File: src/rtl/fan_pkg.sv
// Shared definitions for the fan tachometer measurement path.
//   fan_state_e : measurement FSM encoding (SYNC, MEASURE)
//   all_ones()  : saturation value for a counter of a given width
package fan_pkg;

  typedef enum logic {
    SYNC    = 1'b0,
    MEASURE = 1'b1
  } fan_state_e;

  // Computed in 64 bits so that a 32-bit counter still gets a correct value.
  function automatic logic [63:0] all_ones(input int unsigned width);
    return (64'd1 << width) - 64'd1;
  endfunction

endpackage

File: src/rtl/fan_tach_meter_filter.sv
// tach_filter: front end for the raw open-drain tach signal.
//   clk, rst_n : system clock, async active-low reset
//   tach_i     : raw tach, asynchronous to clk
//   level_o    : de-glitched tach level
//   rise_o     : one-cycle pulse on each filtered 0->1 transition
// The level only changes after FILT_LEN consecutive synchronised samples
// disagree with it, so a clean rise reaches rise_o 2+FILT_LEN clocks later.
module tach_filter #(
  parameter int FILT_LEN = 4
) (
  input  logic clk,
  input  logic rst_n,
  input  logic tach_i,
  output logic level_o,
  output logic rise_o
);

  localparam int FW = $clog2(FILT_LEN + 1);

  logic          sync1_q, sync1_d;
  logic          sync2_q, sync2_d;
  logic          level_q, level_d;
  logic          rise_q, rise_d;
  logic [FW-1:0] cnt_q, cnt_d;
  logic [FW-1:0] cnt_inc;

  always_comb begin
    sync1_d = tach_i;
    sync2_d = sync1_q;
    cnt_inc = cnt_q + FW'(1);
    cnt_d   = '0;
    level_d = level_q;
    rise_d  = 1'b0;
    if (sync2_q != level_q) begin
      if (cnt_inc == FW'(FILT_LEN)) begin
        // Level accepted; counter restarts from zero for the next change.
        level_d = sync2_q;
        rise_d  = sync2_q;
      end else begin
        cnt_d = cnt_inc;
      end
    end
  end

  always_ff @(posedge clk or negedge rst_n) begin
    if (!rst_n) begin
      sync1_q <= 1'b0;
      sync2_q <= 1'b0;
      level_q <= 1'b0;
      rise_q  <= 1'b0;
      cnt_q   <= '0;
    end else begin
      sync1_q <= sync1_d;
      sync2_q <= sync2_d;
      level_q <= level_d;
      rise_q  <= rise_d;
      cnt_q   <= cnt_d;
    end
  end

  assign level_o = level_q;
  assign rise_o  = rise_q;

endmodule

File: src/rtl/fan_tach_meter.sv
// fan_tach_meter: measures the fan revolution period in prescaled ticks.
//   clk, rst_n : system clock, async active-low reset
//   en_i       : measurement enable; low parks the FSM in SYNC
//   tach_i     : raw tach input from the pad
//   period_o   : ticks per revolution of the last completed measurement,
//                all-ones after a stall
//   valid_o    : one-cycle strobe whenever period_o is written
//   stall_o    : high while no revolution has completed within the timeout
//
// state   | meaning
// --------+-----------------------------------------------------------------
// SYNC    | waiting for a filtered tach edge to start counting; counters at 0
// MEASURE | counting ticks and edges; publishes a period every revolution
module fan_tach_meter
  import fan_pkg::*;
#(
  parameter int CLK_DIV        = 64,
  parameter int FILT_LEN       = 4,
  parameter int PULSES_PER_REV = 2,
  parameter int CNT_W          = 16
) (
  input  logic             clk,
  input  logic             rst_n,
  input  logic             en_i,
  input  logic             tach_i,
  output logic [CNT_W-1:0] period_o,
  output logic             valid_o,
  output logic             stall_o
);

  localparam int DW = (CLK_DIV > 1) ? $clog2(CLK_DIV) : 1;
  localparam int EW = (PULSES_PER_REV > 1) ? $clog2(PULSES_PER_REV) : 1;
  localparam logic [CNT_W-1:0] SAT = CNT_W'(all_ones(CNT_W));

  logic             rise;

  fan_state_e       state_q, state_d;
  logic [DW-1:0]    div_q, div_d;
  logic [CNT_W-1:0] cnt_q, cnt_d;
  logic [EW-1:0]    edge_q, edge_d;
  logic [CNT_W-1:0] period_q, period_d;
  logic             valid_q, valid_d;
  logic             stall_q, stall_d;

  logic             tick;
  logic [CNT_W-1:0] cnt_inc;
  logic             rev_done;

  tach_filter #(
    .FILT_LEN (FILT_LEN)
  ) u_filt (
    .clk     (clk),
    .rst_n   (rst_n),
    .tach_i  (tach_i),
    .level_o (),
    .rise_o  (rise)
  );

  // Free-running prescaler; never realigned to tach edges.
  always_comb begin
    tick  = (div_q == DW'(CLK_DIV - 1));
    div_d = tick ? '0 : div_q + DW'(1);
  end

  always_comb begin
    // Tick in the same cycle as a completing edge is still counted.
    cnt_inc = cnt_q;
    if (tick && (cnt_q != SAT)) begin
      cnt_inc = cnt_q + CNT_W'(1);
    end
    rev_done = rise && (edge_q == EW'(PULSES_PER_REV - 1));

    state_d  = state_q;
    cnt_d    = '0;
    edge_d   = '0;
    period_d = period_q;
    valid_d  = 1'b0;
    stall_d  = stall_q;

    if (!en_i) begin
      state_d = SYNC;
    end else begin
      case (state_q)
        SYNC: begin
          if (rise) begin
            state_d = MEASURE;
          end
        end
        MEASURE: begin
          // Completion has priority over a timeout in the same cycle.
          if (rev_done) begin
            period_d = cnt_inc;
            valid_d  = 1'b1;
            stall_d  = 1'b0;
          end else if (cnt_q == SAT) begin
            period_d = SAT;
            valid_d  = 1'b1;
            stall_d  = 1'b1;
            state_d  = SYNC;
          end else begin
            cnt_d  = cnt_inc;
            edge_d = rise ? edge_q + EW'(1) : edge_q;
          end
        end
        default: state_d = SYNC;
      endcase
    end
  end

  always_ff @(posedge clk or negedge rst_n) begin
    if (!rst_n) begin
      state_q  <= SYNC;
      div_q    <= '0;
      cnt_q    <= '0;
      edge_q   <= '0;
      period_q <= '0;
      valid_q  <= 1'b0;
      stall_q  <= 1'b1;
    end else begin
      state_q  <= state_d;
      div_q    <= div_d;
      cnt_q    <= cnt_d;
      edge_q   <= edge_d;
      period_q <= period_d;
      valid_q  <= valid_d;
      stall_q  <= stall_d;
    end
  end

  assign period_o = period_q;
  assign valid_o  = valid_q;
  assign stall_o  = stall_q;

endmodule

File: config.mk
export PLATFORM = sky130hd
export DESIGN_NAME = fan_tach_meter
export DESIGN_NICKNAME = d
export VERILOG_FILES = /design/src/rtl/fan_pkg.sv /design/src/rtl/fan_tach_meter_filter.sv /design/src/rtl/fan_tach_meter.sv
export SDC_FILE = /design/constraint.sdc
export NUM_CORES = 1
export LEC_CHECK = 0
export CORE_ASPECT_RATIO = 1.4
export CORE_MARGIN = 1
export CORE_UTILIZATION = 52
export CTS_BUF_LIST = sky130_fd_sc_hd__clkbuf_2
export DETAILED_ROUTE_END_ITERATION = 12
export PLACE_DENSITY_LB_ADDON = 0.3
export SYNTH_ARGS = -nofsm -noshare
export SYNTH_HDL_FRONTEND = slang
export SYNTH_SLANG_ARGS = --single-unit
File: constraint.sdc
create_clock -name clk -period 1.8 [get_ports clk]
set_clock_uncertainty 0.15 [all_clocks]
set_input_delay 0.27 -clock clk [delete_from_list [all_inputs] [get_ports clk]]
set_output_delay 0.27 -clock clk [all_outputs]
set_load 0.05 [all_outputs]
==> flow_summary.toml <==
[global_route]
antenna_found_initial = 0
grt.busiest_layer = "met2"
grt-ovfl-total = 0
grt_max_degree = 50
met3_usage = 0.0433
grt_first_pass_wirelength_um = 7800
use_met1 = 0.264
grt_pass1_vias = 1775
grt_use_met2 = 0.431
grt_use_total = 0.237

[pwr]
p_per_area_nw_per_um2 = 561
p_leak_nw = 1.38
ir_worst_vdd_v = 0.000841
p_total_mw = 1.74

[worst_setup_path]
slowest_stage = "or4_4"
path_class = "flop to flop"
ff2ff_setup_slack_ps = -200
worstPathBufferInverterCount = 1
cp.required_ps = 2010
crit_arrival_ps = 2200
startpoint_type = "flop"
crit_path_cell_trace = "nand4_1 > buf_4 > or4_4 > nand3_2 > xor2_2 > a21oi_2"
path_delay_family = "simple AND/OR/NAND/NOR gates"
cp_slowest_stage_delay_ps = 500
endpoint_kind = "flop"
cp_max_fo = 5

[cells_and_area]
areaGrowthSynthToFinish_pct = 46.2
nets = 279
post-route-util = 0.791
final_cell_mix = "buf_4 (55), dfrtp_1 (48), nor2_1 (24)"
mostFrequentLayoutCell = "buf_4"
antenna_cells = 0
drive_gt1_frac = 0.489

[floorplanning]
start_util = 0.541
dieArea_um2 = 4340
io_pins = 22
core_area_um2 = 3920
die_h_um = 77.5
fp.dieW_um = 55.9
num_rows = 27

[synthesis]
ys_ff_latch = 49
synth_nets = 205
yosys_warnings = 0
syn_inst = 197
yosys.cell_types.count = 36
syn_area_um2 = 2120
avgSynthCellArea_um2 = 10.8
synth_top_area_frac = 0.567
synth.top_cells.by_area = "dfrtp_1 (57%), nor2_1 (7.6%), xor2_1 (5.0%)"
yosysTopAreaCell = "dfrtp_1"
seq_area_frac_synth = 0.579

[clocking]
clkTransAtPathRegs_ps = 240
cts_root_buf = "clkbuf_2"
tritoncts = "yes"
clock_latency_ps = 450
clkSinkCount = 49
cts_buffers = 5
htree_levels = 2
clk_path_buf_depth = 2

[sta]
setup-violations-final = 36
max_freq_ghz = 0.501
hold_violations = 0
rsz0062_at_grt = "true"
post-route-period-util = 1.11
hold_ws_ps = 84.4
fin_crit_ps = 2000
slew_violations = 0
tightest_slew_ps = 406
max_slew_margin = 0.727
setup_slack_ps = -198

[place]
gp_congestion = 0.838
dp_hpwl_um = 3290
pre_cts_ws_ps = -177
io_buffers = 21

[worst_hold_path]
min_path_type = "input pin to flop"

[routing]
drt-initial-drc-count = 69
ant_nets = 0
routedWlPerCell_um = 17.0
drc_errors = 0
vias_per_cell = 5.54
routed-via-count = 1745
wl_um = 5350
drt-pass1-iter-count = 4

[outcome]
violations = "negative setup slack"
outcome = "finished with violations"

[run]
max_cap_violations = 0
==> metrics by stage <==
stage / TNS (ps) / std cells / cell area [um^2]
after floorplan: -1490 / 197 / 2140
after global placement: -926 / 295 / 2650
after detailed placement: -2460 / 295 / 2650
after CTS: -2290 / 307 / 2750
after global routing: -7920 / 315 / 3100
final: -5560 / 315 / 3100
==> per-layer routing <==
layer | wire (um) | vias to the layer above | part of all wire
met2 | 3000 | 40 | 0.56
li1 | - | 820 | -
met5 | 0 | - | 0
met1 | 2020 | 869 | 0.38
met3 | 165 | 16 | 0.031
met4 | 168 | 0 | 0.031
==> worst reg2reg max path, delay by kind of cell, from the launching register on <==
| family | cells | cell delay, ps |
|---|---|---|
| flip-flops | 1 | 420 |
| AO/OA/AOI/OAI | 1 | 80 |
| buffers and inverters | 1 | 200 |
| AND/OR/NAND/NOR | 3 | 820 |
| XOR/XNOR | 1 | 230 |
==> final timing paths <==
check                                 endpoint           start  cells after the start
worst max-delay path              period_o[11]        cnt_q[2]                      6
worst min-delay path            u_filt.sync1_q          tach_i                      1
worst max register to register    period_o[11]        cnt_q[2]                      6
worst min register to register  u_filt.sync2_q  u_filt.sync1_q                      0
max in group asynchronous              stall_o           rst_n                      3
min in group asynchronous          period_o[2]           rst_n                      3
==> power by group <==
| part | internal, mW | total [mW] | switching, mW |
|---|---|---|---|
| Combinational | 0.0579 | 0.121 | 0.0627 |
| Sequential | 1.14 | 1.17 | 0.0259 |
| Clock | 0.107 | 0.453 | 0.346 |
==> logic make-up (layout without fill, tap and decap cells) <==
group | after synthesis | in the layout | synth area share
fa+ha+maj | 4 | 4 | 0.0236
flops | 49 | 49 | 0.579
mux | 4 | 4 | 0.0195
simple gates | 91 | 92 | 0.211
buf+inv | 6 | 80 | 0.0195
compound gates | 25 | 25 | 0.0721
xor+xnor | 18 | 18 | 0.0744
==> synthesized netlist by cell type <==
cell type	instances
and2_1	1
nor3_1	2
nand2b_1	1
buf_6	2
buf_4	1
and3_2	1
inv_1	2
nor2_2	1
dfstp_2	1
xnor2_1	6
o21ai_0	2
mux2i_1	3
or4_1	1
o21bai_1	1
nor4_1	2
o31ai_1	1
nand4_2	3
nor2_1	43
or4_4	1
dfrtp_1	48
mux2_2	1
a21boi_0	1
nor2b_1	2
xor2_1	12
nand2_1	13
ha_1	4
clkbuf_1	1
nor3b_1	2
a21oi_4	1
a21oi_1	17
and2_4	1
and3_1	1
nand3_1	8
o311a_2	1
a211oi_1	1
nand4_1	8
==> what timing repair did <==
| action | 4_1_cts | 5_1_grt |
|---|---|---|
| buffers inserted | 3 | 6 |
| resized for setup | 5 | 59 |
| hold buffers | 1 | 0 |
| pin swaps | 1 | 19 |
| endpoints found under the hold margin | 49 | 0 |
| gates cloned | 0 | 2 |
| setup endpoints to repair | 34 | 36 |
==> flip-flops by register name (all words and copies together), names as in the netlist <==
signal / count
period_o: 16
cnt_q: 16
u_filt.sync1_q: 1
u_filt.cnt_q: 3
u_filt.level_o: 1
u_filt.sync2_q: 1
div_q: 6
state_q: 1
stall_o: 1
valid_o: 1
u_filt.rise_o: 1
edge_q: 1
==> layout make-up <==
cell class	instances	area (um^2)
fillers	260	821
inverters	2	7.51
clock inverters	1	7.51
well taps	43	53.8
repair buffers	70	621
multi-input cells	143	1150
clock buffers	7	35.0
flip-flops and latches	49	1230
No activity file was read; power rests on OpenSTA's default activity.
